<file path="src/rtl/load_store_unit.sv">
// RV32I load/store unit: one req/gnt/rvalid data-memory access per request, LB/LH/LW/LBU/LHU/SB/SH/SW.
// Latency: 3 cycles accept-to-rsp_valid on a zero-wait bus, 1 cycle on misalign/illegal; LSU_TIMEOUT_EN adds a bus timeout.
// Backpressure: req_ready only in IDLE; waits on mem_gnt/mem_rvalid; no response backpressure.
module load_store_unit #(
    parameter int XLEN           = 32,
    parameter int REG_ADDR_WIDTH = 5,
    parameter int TIMEOUT_CYCLES = 255
) (
    input  logic                      clk,
    input  logic                      areset_n,
    input  logic                      req_valid,
    output logic                      req_ready,
    input  logic                      req_we,
    input  logic [2:0]                req_funct3,
    input  logic [XLEN-1:0]           req_addr,
    input  logic [XLEN-1:0]           req_wdata,
    input  logic [REG_ADDR_WIDTH-1:0] req_rd,
    output logic                      rsp_valid,
    output logic [XLEN-1:0]           rsp_rdata,
    output logic [REG_ADDR_WIDTH-1:0] rsp_rd,
    output logic                      rsp_err,
    output logic                      mem_req,
    input  logic                      mem_gnt,
    output logic                      mem_we,
    output logic [XLEN-1:0]           mem_addr,
    output logic [3:0]                mem_be,
    output logic [XLEN-1:0]           mem_wdata,
    input  logic                      mem_rvalid,
    input  logic [XLEN-1:0]           mem_rdata
);

    if (XLEN != 32 || TIMEOUT_CYCLES < 1) begin : g_param_check
        $error("load_store_unit: XLEN must be 32 and TIMEOUT_CYCLES >= 1");
    end

    typedef enum logic [1:0] {IDLE, ADDR, DATA, RESP} state_t;

    state_t          state_q, state_d;
    logic [2:0]      funct3_q;
    logic [1:0]      off_q;
    logic            err_q;
    logic            accept, legal, misalign, bad;
    logic            timeout, timeout_abort;
    logic [1:0]      size;
    logic [3:0]      be_d;
    logic [XLEN-1:0] wdata_d, rdata_sh, rdata_ext;

    assign accept = req_valid && req_ready;
    assign size   = req_funct3[1:0];

    always_comb begin
        legal    = req_we ? (req_funct3 inside {3'b000, 3'b001, 3'b010})
                          : (req_funct3 inside {3'b000, 3'b001, 3'b010, 3'b100, 3'b101});
        misalign = (size == 2'd1 && req_addr[0]) || (size == 2'd2 && req_addr[1:0] != 2'b00);
        bad      = !legal || misalign;
        case (size)
            2'd0:    begin be_d = 4'b0001 << req_addr[1:0]; wdata_d = {4{req_wdata[7:0]}};  end
            2'd1:    begin be_d = 4'b0011 << req_addr[1:0]; wdata_d = {2{req_wdata[15:0]}}; end
            default: begin be_d = 4'b1111;                  wdata_d = req_wdata;            end
        endcase
    end

`ifdef LSU_TIMEOUT_EN
    localparam int CNT_W = ($clog2(TIMEOUT_CYCLES + 1) > 8) ? $clog2(TIMEOUT_CYCLES + 1) : 8;
    logic [CNT_W-1:0] cnt_q;

    // Any state change clears the counter, so it restarts on entry to both ADDR and DATA.
    always_ff @(posedge clk or negedge areset_n) begin
        if (!areset_n)                              cnt_q <= '0;
        else if (state_d != state_q)                cnt_q <= '0;
        else if (state_q == ADDR || state_q == DATA) cnt_q <= cnt_q + CNT_W'(1);
    end

    assign timeout = (cnt_q == CNT_W'(TIMEOUT_CYCLES - 1));
`else
    assign timeout = 1'b0;
`endif

    always_comb begin
        state_d       = state_q;
        timeout_abort = 1'b0;
        case (state_q)
            IDLE: if (accept) state_d = bad ? RESP : ADDR;
            ADDR: begin
                if (mem_gnt)      state_d = DATA;
                else if (timeout) begin state_d = RESP; timeout_abort = 1'b1; end
            end
            DATA: begin
                if (mem_rvalid)   state_d = RESP;
                else if (timeout) begin state_d = RESP; timeout_abort = 1'b1; end
            end
            default: state_d = IDLE;
        endcase
    end

    always_ff @(posedge clk or negedge areset_n) begin
        if (!areset_n) begin
            state_q   <= IDLE;
            funct3_q  <= 3'b000;
            off_q     <= 2'b00;
            err_q     <= 1'b0;
            rsp_rd    <= '0;
            rsp_rdata <= '0;
            mem_we    <= 1'b0;
            mem_addr  <= '0;
            mem_be    <= 4'b0000;
            mem_wdata <= '0;
        end else begin
            state_q <= state_d;
            if (accept) begin
                funct3_q  <= req_funct3;
                off_q     <= req_addr[1:0];
                err_q     <= bad;
                rsp_rd    <= req_rd;
                rsp_rdata <= '0;
                // Failed accesses leave the bus registers untouched so nothing partial is driven.
                if (!bad) begin
                    mem_we    <= req_we;
                    mem_addr  <= {req_addr[XLEN-1:2], 2'b00};
                    mem_be    <= be_d;
                    mem_wdata <= wdata_d;
                end
            end else if (timeout_abort) begin
                err_q <= 1'b1;
            end
            if (state_q == DATA && mem_rvalid && !mem_we) rsp_rdata <= rdata_ext;
        end
    end

    assign rdata_sh = mem_rdata >> {off_q, 3'b000};

    always_comb begin
        case (funct3_q)
            3'b000:  rdata_ext = {{(XLEN-8){rdata_sh[7]}},   rdata_sh[7:0]};
            3'b001:  rdata_ext = {{(XLEN-16){rdata_sh[15]}}, rdata_sh[15:0]};
            3'b100:  rdata_ext = {{(XLEN-8){1'b0}},          rdata_sh[7:0]};
            3'b101:  rdata_ext = {{(XLEN-16){1'b0}},         rdata_sh[15:0]};
            default: rdata_ext = rdata_sh;
        endcase
    end

    assign req_ready = (state_q == IDLE);
    assign rsp_valid = (state_q == RESP);
    assign rsp_err   = rsp_valid && err_q;
    assign mem_req   = (state_q == ADDR);

endmodule

</file>
<file path="config.mk">
export PLATFORM = sky130hd
export DESIGN_NAME = load_store_unit
export DESIGN_NICKNAME = d
export VERILOG_FILES = /design/src/rtl/load_store_unit.sv
export SDC_FILE = /design/constraint.sdc
export NUM_CORES = 1
export LEC_CHECK = 0
export BUFFER_PORTS_ARGS = -buffer_cell sky130_fd_sc_hd__buf_4
export CORE_ASPECT_RATIO = 0.9
export CORE_UTILIZATION = 40
export CTS_CLUSTER_SIZE = 25
export DETAILED_ROUTE_END_ITERATION = 10
export PLACE_DENSITY = 0.69
export SETUP_SLACK_MARGIN = 0.15
export SYNTH_ARGS = -nofsm -noshare
export SYNTH_HDL_FRONTEND = slang
export SYNTH_SLANG_ARGS = --single-unit
</file>
<file path="constraint.sdc">
create_clock -name clk -period 4.4 [get_ports clk]
set_input_delay 0.66 -clock clk [delete_from_list [all_inputs] [get_ports clk]]
set_output_delay 0.66 -clock clk [all_outputs]
set_load 0.03 [all_outputs]
</file>
==> load_flow_metrics.sql, run 1 <==
INSERT INTO impl_metrics (metric_group, metric, value, unit) VALUES
('status', 'status', 'completed', ''),
('logic_synthesis', 'synth-compound-area-share', '0.1167', ''),
('critical_path', 'worstPathMaxFanout', '33', ''),
('timing', 'unrepaired_setup_endpoints_after_global_routing', 'false', ''),
('logic_synthesis', 'synth_cells', '448', ''),
('critical_path', 'r2r_start', 'off_q[1]', ''),
('finish', 'post-route-cell-area', '0.007212', 'sq mm'),
('drt', 'detailed_route_drc_error_count', '0', ''),
('clock_network', 'cts.reportedPaths.clkPinSlew', '0.07', 'ns'),
('finish', 'post_route_cells_drive_above_1_share', '0.4747', ''),
('pwr', 'p_leak', '0.003566', 'uW'),
('logic_synthesis', 'syn_avg_cell_area', '11.58', 'sq um'),
('die', 'rows', '39', ''),
('placed_design', 'place.detailed.hpwl', '10500', 'um'),
('logic_synthesis', 'synth-edff-count', '0', ''),
('die', 'die-height', '110.1', 'um'),
('drt', 'initialDrtViolationCount', '240', ''),
('logic_synthesis', 'synth_adder_area_share', '0.009643', ''),
('logic_synthesis', 'synth_area_leader_cell', 'dfrtp_1', ''),
('grt', 'antenna_violations_before_repair', '0', ''),
('finish', 'syn_to_final_growth', '38.96', '%'),
('logic_synthesis', 'unique_masters_post_synth', '33', ''),
('logic_synthesis', 'postSynthRegisterBits', '112', ''),
('timing', 'transition_time_at_the_pin_with_the_least_slew_margin', '0.9711', 'ns'),
('finish', 'antenna_cells', '0', ''),
('drt', 'routed_via_density', '5.144', ''),
('clock_network', 'cts_resized', '0', ''),
('critical_path', 'crit_required', '4.69', 'ns'),
('logic_synthesis', 'synth-simple-area-share', '0.08703', ''),
('critical_path', 'critical_path.startpoint_type', 'flip-flop', ''),
('finish', 'num-nets-final', '762', ''),
('critical_path', 'criticalPathCategory', 'flip-flop to flip-flop', ''),
('grt', 'first_pass_grt_wire_length', '21420', 'um'),
('timing', 'finalHoldViolCount', '0', ''),
('die', 'core_area', '0.01269', 'sq mm'),
('placed_design', 'place.port_buffers', '217', ''),
('timing', 'fin_crit_sh', '0.5896', ''),
('run', 'cap_viol_max_count', '0', ''),
('logic_synthesis', 'postSynth.asyncResetShare', '1.000', ''),
('drt', 'route.vias.total', '4203', ''),
('logic_synthesis', 'fraction_of_synthesized_cell_area_in_xor_and_xnor_cells', '0', ''),
('drt', 'drt_first_pass_iters', '4', ''),
('pwr', 'pwr_density_cell', '764.9', 'mW/mm^2'),
('clock_network', 'clockBufferDepth', '2', ''),
('pwr', 'comb_power_share', '0.525', ''),
('critical_path', 'crit-reg2reg-capture', 'rsp_rdata[22]', ''),
('timing', 'timing.slew.headroom', '0.3526', ''),
('timing', 'setup_viol', '0', ''),
('timing', 'fmax', '385.5', 'MHz'),
('logic_synthesis', 'synth_top_cell_area_share', '0.5400', ''),
('logic_synthesis', 'ys.flop_type', 'dfrtp_1', ''),
('pwr', 'irDropWorstVdd', '0.4177', 'mV'),
('die', 'ioPinCount', '220', ''),
('critical_path', 'r2r_setup_slack', '1.81', 'ns'),
('timing', 'setup_tns', '0', 'ns'),
('logic_synthesis', 'synth_seq_area_share', '0.5400', ''),
('logic_synthesis', 'synth_top_family_by_area', 'multiplexers', ''),
('die', 'fp.dieArea', '0.01344', 'sq mm'),
('clock_network', 'clk_latency', '0.35', 'ns'),
('timing', 'slew_violations', '0', ''),
('critical_path', 'r2r.worst_path.cells', '3', ''),
('logic_synthesis', 'synthMuxAreaShare', '0.2112', ''),
('logic_synthesis', 'yosysMostFrequentCell', 'dfrtp_1', ''),
('critical_path', 'cp-startpoint', 'off_q[1]', ''),
('hold_path', 'worstHoldPathType', 'primary input to asynchronous set/reset pin', ''),
('logic_synthesis', 'post_synth_main_area_contributors', 'dfrtp_1, mux2_2, mux2i_1, o21ai_0, a21oi_1', ''),
('logic_synthesis', 'post_synth_most_frequent_cells', 'dfrtp_1, mux2_2, o21ai_0', ''),
('clock_network', 'post_cts.repair.setup_buffers', '0', ''),
('clock_network', 'cts-buffers-inserted', '9', ''),
('clock_network', 'cts_max_level', '3', ''),
('clock_network', 'cts-root-buf', 'clkbuf_16', '');
-- power groups by stage --
stage	Sequential (uW)	Clock [uW]	Combinational, uW
2_1_floorplan	2670	0	988
3_3_place_gp	1840	0	2870
3_5_place_dp	1860	0	2920
4_1_cts	1850	790	2920
5_1_grt	1920	831	3080
6_report	1850	773	2900
-- sequential cells by signal, indices dropped and copies added, names as in the netlist --
name,cells
mem_wdata,32
rsp_rdata,32
mem_addr,30
rsp_rd,5
mem_be,4
funct3_q,3
off_q,2
state_q,2
err_q,1
mem_we,1
-- worst max-delay path, stage by stage (launching register included) --
cell     delay, ns
dfrtp_1       0.98
mux4_2        0.63
nor4_4        0.69
a221o_2       0.22
-- worst max-delay path by stage --
stage                          endpoint
final                     rsp_rdata[22]
after global routing      rsp_rdata[22]
after CTS                 rsp_rdata[22]
after detailed placement  rsp_rdata[28]
after global placement    rsp_rdata[24]
after floorplan             funct3_q[0]
-- cell usage in the layout (no fill, tap or decap), types with 9 or more instances in the layout --
cell / count
a21oi_1: 28
a221o_2: 9
buf_4: 222
clkbuf_16: 9
dfrtp_1: 112
mux2_2: 56
mux2i_1: 42
nand2_1: 33
nand3_1: 16
nor2_1: 21
o21ai_0: 51
-- through the flow --
stage	cells	total power (uW)	setup slack, ns	hold slack [ns]
2_1_floorplan	449	3661	2.381	0.3644
3_3_place_gp	801	4706	1.925	0.4647
3_5_place_dp	801	4781	1.803	0.4716
4_1_cts	817	5562	1.786	0.2646
5_1_grt	817	5831	1.609	0.2855
6_report	817	5516	1.806	0.2554
-- per-layer routing --
| metal | share of wire | GRT usage | vias to the layer above |
|---|---|---|---|
| met1 | 0.41 | 0.2651 | 2047 |
| li1 | - | - | 1992 |
| met2 | 0.48 | 0.3442 | 153 |
| met3 | 0.10 | 0.07459 | 11 |
| met5 | 0 | 0 | - |
| met4 | 0.010 | 0.06272 | 0 |
-- cells by family (layout without fill, tap and decap cells) --
| logic type | Yosys count | count (layout) |
|---|---|---|
| flops | 112 | 112 |
| fa+ha+maj | 4 | 4 |
| other cells | 1 | 2 |
| simple gates | 91 | 91 |
| buf+inv | 40 | 244 |
| compound gates | 100 | 100 |
| mux | 100 | 100 |
-- area by class of cell --
| class | count | area, sq um |
|---|---|---|
| fill | 1104 | 5475 |
| sequential | 112 | 2803 |
| multi-input combinational | 297 | 2222 |
| timing repair buffer | 223 | 1687 |
| clock buffer | 12 | 246.5 |
| tap | 164 | 205.2 |
| clock inverter | 4 | 30.03 |
| inverter | 5 | 18.77 |
(Power assumes the default switching activity.)
==> inputs of run 2 (changes only) <==
PLACE_DENSITY = 0.71   (was 0.69)
clock period = 2.21 ns   (was 4.4 ns; I/O delays follow)
==> run 2 against run 1 <==
  * Cell count is 1.1% higher
  * Routed wire length increased by 0.41%
  * Non-clock buffer count grew 10
  * Setup slack got worse by 1.5 ns
  * First-iteration DRC count shrank 18%
  * Count of clock-buffer cells in the layout is 1 lower
  * Critical path depth is 3 higher
  * Core utilization rose by 1.1 points
  * Combinational power grew 100%
  * Total power increased by 100%
  * Register-to-register slack lost 1.5 ns
  * Clock skew down 0.0043 ns
==> load_flow_metrics.sql, run 2 (synthesized netlist as in run 1, its figures left out) <==
INSERT INTO impl_metrics (metric_group, metric, value, unit) VALUES
('status', 'status', 'completed', ''),
('drt', 'routed_via_density', '5.128', ''),
('timing', 'final_period_minus_worst_setup_slack', '1.921', 'ns'),
('critical_path', 'cpMaxStageDelayCell', 'dfrtp_1', ''),
('grt', 'via_count_of_the_first_global_routing_pass', '4293', ''),
('drt', 'initialDrtViolationCount', '198', ''),
('die', 'ioPinCount', '220', ''),
('die', 'initial_core_util', '0.4091', ''),
('critical_path', 'crit_path_end_kind', 'flip-flop', ''),
('critical_path', 'delay_of_the_slowest_cell_on_the_worst_path', '0.40', 'ns'),
('drt', 'wirelength', '14130', 'um'),
('drt', 'detailed_route_drc_error_count', '0', ''),
('timing', 'clock_skew', '0.003951', 'ns'),
('critical_path', 'cp-startpoint', 'state_q[0]', ''),
('die', 'core_area', '0.01269', 'sq mm'),
('timing', 'fin_crit_sh', '0.8690', ''),
('critical_path', 'critical_path.top_delay_family', 'buffers and inverters', ''),
('clock_network', 'cts-root-buf', 'clkbuf_16', ''),
('grt', 'antenna_violations_before_repair', '0', ''),
('placed_design', 'place.detailed.hpwl', '10830', 'um'),
('timing', 'finalHoldViolCount', '0', ''),
('critical_path', 'crit_required', '2.45', 'ns'),
('grt', 'first_pass_grt_wire_length', '21700', 'um'),
('timing', 'timing.slew.headroom', '0.5914', ''),
('timing', 'slew_violations', '0', ''),
('clock_network', 'cts_max_level', '3', ''),
('timing', 'setup_ws', '0.2895', 'ns'),
('placed_design', 'dp.cells', '810', ''),
('critical_path', 'criticalPathCategory', 'flip-flop to flip-flop', ''),
('placed_design', 'place.port_buffers', '217', ''),
('finish', 'fill_cells', '1128', ''),
('placed_design', 'worst_setup_slack_after_placement', '0.1837', 'ns'),
('grt', 'pin_count_of_the_biggest_net_entering_global_routing', '50', ''),
('grt', 'grtUsageTotal', '0.2145', ''),
('drt', 'route.vias.total', '4236', ''),
('critical_path', 'critical_path.startpoint_type', 'flip-flop', ''),
('die', 'die_width', '122.1', 'um'),
('clock_network', 'cts.reportedPaths.clkPinSlew', '0.07', 'ns'),
('die', 'rows', '39', ''),
('drt', 'detail-route-antenna-nets', '0', ''),
('die', 'die-height', '110.1', 'um'),
('finish', 'syn_to_final_growth', '41.56', '%'),
('pwr', 'irDropWorstVdd', '0.9264', 'mV'),
('finish', 'final_core_utilization', '0.5791', ''),
('critical_path', 'worstPathMaxFanout', '46', ''),
('timing', 'unrepaired_setup_endpoints_after_global_routing', 'false', ''),
('run', 'cap_viol_max_count', '0', ''),
('clock_network', 'cts.sink_count', '112', ''),
('finish', 'post_route_cells_drive_above_1_share', '0.4834', ''),
('finish', 'instances_no_fill', '826', ''),
('clock_network', 'clockBufferDepth', '2', ''),
('timing', 'setup_tns', '0', 'ns'),
('critical_path', 'critPathBufInv', '2', ''),
('finish', 'antenna_cells', '0', ''),
('drt', 'post_drt_wl_per_cell', '17.11', 'um'),
('finish', 'final_common_cell', 'buf_4', ''),
('clock_network', 'clk_latency', '0.35', 'ns'),
('critical_path', 'r2r_start', 'state_q[0]', ''),
('placed_design', 'gp_weighted_congestion', '0.8832', ''),
('finish', 'num-nets-final', '772', ''),
('pwr', 'pwr_density_cell', '1532', 'mW/mm^2'),
('hold_path', 'worstHoldPathType', 'primary input to flip-flop', ''),
('finish', 'most-common-layout-cells', 'buf_4, dfrtp_1, mux2_2, o21ai_0, mux2i_1', ''),
('critical_path', 'arrival', '2.16', 'ns'),
('clock_network', 'cts-buffers-inserted', '9', ''),
('timing', 'setup_viol', '0', ''),
('critical_path', 'crit_path_cell_trace', 'inv_1 > ha_1 > nand2_1 > o21bai_4 > buf_6 > mux2_2', ''),
('timing', 'transition_time_at_the_pin_with_the_least_slew_margin', '0.6129', 'ns'),
('die', 'fp.dieArea', '0.01344', 'sq mm'),
('pwr', 'p_leak', '0.003641', 'uW'),
('finish', 'layout_top_registers', 'mem_wdata: 32 flops, rsp_rdata: 32 flops, mem_addr: 30 flops', ''),
('hold_path', 'hold_path.startpoint', 'req_addr[21]', ''),
('timing', 'fmax', '520.7', 'MHz'),
('clock_network', 'tritoncts', 'built', ''),
('drt', 'drt_first_pass_iters', '4', ''),
('grt', 'grt_overflow_total', '0', '');
==> run 2: what timing repair did <==
action,CTS,global route
hold endpoints to repair,32,0
buffers inserted,0,0
endpoints found under the setup margin,1,45
hold buffers,1,0
gates resized for setup,1,5
==> run 2: path summary, 6_finish.rpt <==
path	endpoint	slack (ns)	depth (start not counted)
max reg2reg	mem_addr[11]	0.29	6
max in group asynchronous	mem_wdata[3]	1.06	3
min in group asynchronous	rsp_rdata[9]	0.48	2
max	mem_addr[11]	0.29	6
min	mem_addr[21]	0.21	2
min reg2reg	mem_wdata[25]	0.48	2
==> run 2: routing by layer <==
metal  GRT usage  vias to the layer above  wire length (um)
met5           0                        -                 0
met4     0.09233                        0               268
met3     0.07150                       23              1428
met2      0.3705                      171              7004
met1      0.2434                     2025              5428
li1            -                     2017                 -
==> run 2: final cells by class <==
cell class | instances | area [sq um] | area share
Timing Repair Buffer | 233 | 1775 | 0.2417
Tap cell | 164 | 205.2 | 0.02793
Sequential cell | 112 | 2803 | 0.3815
Clock buffer | 11 | 242.7 | 0.03304
Clock inverter | 4 | 77.57 | 0.01056
Inverter | 5 | 18.77 | 0.002554
Multi-Input combinational cell | 297 | 2225 | 0.3028
==> run 2: metrics by stage <==
| stage | area [sq um] | total power, uW | hold WS, ns |
|---|---|---|---|
| floorplan | 5194 | 7288 | 0.03591 |
| global placement | 7003 | 9402 | 0.3171 |
| detailed placement | 7003 | 9559 | 0.3187 |
| CTS | 7337 | 11340 | 0.1946 |
| global route | 7347 | 11870 | 0.1955 |
| finish | 7347 | 11250 | 0.2053 |
==> run 2: where the power goes <==
part	internal, uW	switching [uW]	total, uW
sequential	3020	625	3650
combinational	2400	3450	5850
clock	1030	735	1760
total	6450	4810	11300
==> inputs of run 3 (changes only) <==
CORE_MARGIN = 2   (was unset)
==> run 3 against run 2 <==
  * Core utilization fell by 0.25 points
  * Combinational power about the same
  * First-iteration DRC count up 30%
  * Critical path depth unchanged
  * Clock power decreased by 11%
  * Routed wire length rose by 3.8%
  * Register-to-register slack better by 0.02 ns
  * Setup slack improved by 0.017 ns
  * Worst hold slack gained 0.0035 ns
  * Total power down 1.7%
==> load_flow_metrics.sql, run 3 (synthesized netlist as in run 1, its figures left out) <==
INSERT INTO impl_metrics (metric_group, metric, value, unit) VALUES
('status', 'status', 'completed', ''),
('finish', 'post_route_cells_drive_above_1_share', '0.4849', ''),
('timing', 'fin_crit_sh', '0.8613', ''),
('clock_network', 'clk_latency', '0.35', 'ns'),
('placed_design', 'place.detailed.hpwl', '11060', 'um'),
('die', 'initial_core_util', '0.4091', ''),
('critical_path', 'crit_path_end_kind', 'flip-flop', ''),
('die', 'core_area', '0.01269', 'sq mm'),
('critical_path', 'crit_required', '2.44', 'ns'),
('die', 'fp.dieArea', '0.01390', 'sq mm'),
('timing', 'final_period_minus_worst_setup_slack', '1.903', 'ns'),
('timing', 'setup_viol', '0', ''),
('die', 'rows', '39', ''),
('clock_network', 'clockBufferDepth', '2', ''),
('finish', 'final_common_cell', 'buf_4', ''),
('timing', 'slew_violations', '0', ''),
('critical_path', 'worstPathMaxFanout', '54', ''),
('clock_network', 'cts.sink_count', '112', ''),
('finish', 'layout_top_registers', 'mem_wdata: 32 flops, rsp_rdata: 32 flops, mem_addr: 30 flops', ''),
('timing', 'finalHoldViolCount', '0', ''),
('finish', 'final_core_utilization', '0.5766', ''),
('drt', 'routed_via_density', '5.158', ''),
('drt', 'drt_first_pass_iters', '4', ''),
('critical_path', 'criticalPathCategory', 'flip-flop to flip-flop', ''),
('drt', 'post_drt_wl_per_cell', '17.71', 'um'),
('timing', 'setup_ws', '0.3065', 'ns'),
('finish', 'most-common-layout-cells', 'buf_4, dfrtp_1, mux2_2, o21ai_0, mux2i_1', ''),
('timing', 'unrepaired_setup_endpoints_after_global_routing', 'false', ''),
('finish', 'antenna_cells', '0', ''),
('timing', 'timing.slew.headroom', '0.5887', ''),
('clock_network', 'cts.reportedPaths.clkPinSlew', '0.07', 'ns'),
('drt', 'route.vias.total', '4271', ''),
('critical_path', 'cpMaxStageDelayCell', 'dfrtp_1', ''),
('grt', 'pin_count_of_the_biggest_net_entering_global_routing', '55', ''),
('critical_path', 'arrival', '2.14', 'ns'),
('placed_design', 'place.port_buffers', '217', ''),
('grt', 'first_pass_grt_wire_length', '22950', 'um'),
('hold_path', 'worstHoldPathType', 'primary input to flip-flop', ''),
('critical_path', 'critical_path.top_delay_family', 'buffers and inverters', ''),
('pwr', 'p_total', '11060', 'uW'),
('critical_path', 'delay_of_the_slowest_cell_on_the_worst_path', '0.41', 'ns'),
('clock_network', 'tritoncts', 'built', ''),
('timing', 'transition_time_at_the_pin_with_the_least_slew_margin', '0.6170', 'ns'),
('pwr', 'p_leak', '0.003622', 'uW'),
('critical_path', 'crit_path_cell_trace', 'inv_1 > ha_1 > nand2_1 > o21bai_4 > buf_6 > mux2_2', ''),
('drt', 'detail-route-antenna-nets', '0', ''),
('drt', 'wirelength', '14670', 'um'),
('placed_design', 'gp_weighted_congestion', '0.8599', ''),
('clock_network', 'cts-root-buf', 'clkbuf_16', ''),
('pwr', 'pwr_density_cell', '1512', 'mW/mm^2'),
('timing', 'finalHoldWorstSlack', '0.2088', 'ns'),
('run', 'cap_viol_max_count', '0', ''),
('grt', 'grtUsageTotal', '0.2156', ''),
('die', 'die_width', '124.1', 'um'),
('die', 'die-height', '112.1', 'um'),
('timing', 'fmax', '525.4', 'MHz'),
('pwr', 'irDropWorstVdd', '0.8911', 'mV'),
('clock_network', 'cts-buffers-inserted', '9', ''),
('timing', 'setup_tns', '0', 'ns'),
('critical_path', 'critPathBufInv', '2', ''),
('placed_design', 'worst_setup_slack_after_placement', '0.1317', 'ns'),
('grt', 'antenna_violations_before_repair', '0', ''),
('die', 'ioPinCount', '220', ''),
('finish', 'syn_to_final_growth', '40.96', '%'),
('clock_network', 'post_cts.repair.setup_buffers', '0', ''),
('drt', 'detailed_route_drc_error_count', '0', ''),
('timing', 'clock_skew', '0.005098', 'ns'),
('grt', 'via_count_of_the_first_global_routing_pass', '4479', ''),
('critical_path', 'critical_path.startpoint_type', 'flip-flop', ''),
('grt', 'grt_overflow_total', '0', ''),
('finish', 'num-nets-final', '773', ''),
('drt', 'initialDrtViolationCount', '257', ''),
('clock_network', 'cts_max_level', '3', '');
## run 3: changes by cell type in the layout (fill, tap and decap cells not counted), sizes merged
cell,before,now
clkbuf,11,12
clkinvlp,0,2
inv,6,5
bufinv,2,0
clkinv,1,2
buf,232,233
## run 3: path summary, 6_finish.rpt
path	start	end	slack, ns	depth (start not counted)
setup / recovery	state_q[1]	mem_addr[17]	0.31	6
hold / removal	req_addr[2]	mem_addr[2]	0.21	2
setup reg to reg	state_q[1]	mem_addr[17]	0.31	6
hold reg to reg	mem_wdata[11]	mem_wdata[11]	0.49	2
max in group asynchronous	areset_n	rsp_rdata[30]	1.02	3
min in group asynchronous	areset_n	rsp_rdata[11]	0.52	2
## run 3: per-layer routing
| metal | track usage | wire length [um] | vias to the layer above |
|---|---|---|---|
| met3 | 0.07978 | 1343 | 18 |
| met4 | 0.05468 | 208 | 0 |
| li1 | - | - | 2025 |
| met5 | 0 | 0 | - |
| met2 | 0.3690 | 7425 | 160 |
| met1 | 0.2554 | 5688 | 2068 |
## run 3: where the power goes
| group | internal [uW] | total, uW | leakage, uW | switching, uW |
|---|---|---|---|---|
| sequential | 3020 | 3650 | 0.00141 | 633 |
| combinational | 2400 | 5850 | 0.00208 | 3450 |
| clock | 827 | 1560 | 0.000135 | 729 |
## run 3: cell type report
cell class              instances  area, sq um
fillers                      1092         5371
flip-flops and latches        112         2803
multi-input cells             297         2225
repair buffers                234         1779
clock buffers                  12        256.5
well taps                     164        205.2
clock inverters                 4        28.78
inverters                       5        18.77
## run 3: worst reg2reg max path, cell delays in order, from the launching register on
cell	delay [ns]
dfrtp_1	0.41
inv_1	0.09
ha_1	0.23
nand2_1	0.13
o21bai_4	0.15
buf_6	0.36
mux2_2	0.42
## run 3: timing repair
action	4_1_cts	5_1_grt
hold endpoints to repair	39	0
resized for setup	1	3
endpoints found under the setup margin	3	41
hold buffers	1	0
## run 3: per-stage QoR
stage,instance area (sq um),std cells
after floorplan,5194,449
after global placement,7010,811
after detailed placement,7010,811
after CTS,7306,828
after global routing,7316,828
final,7316,828
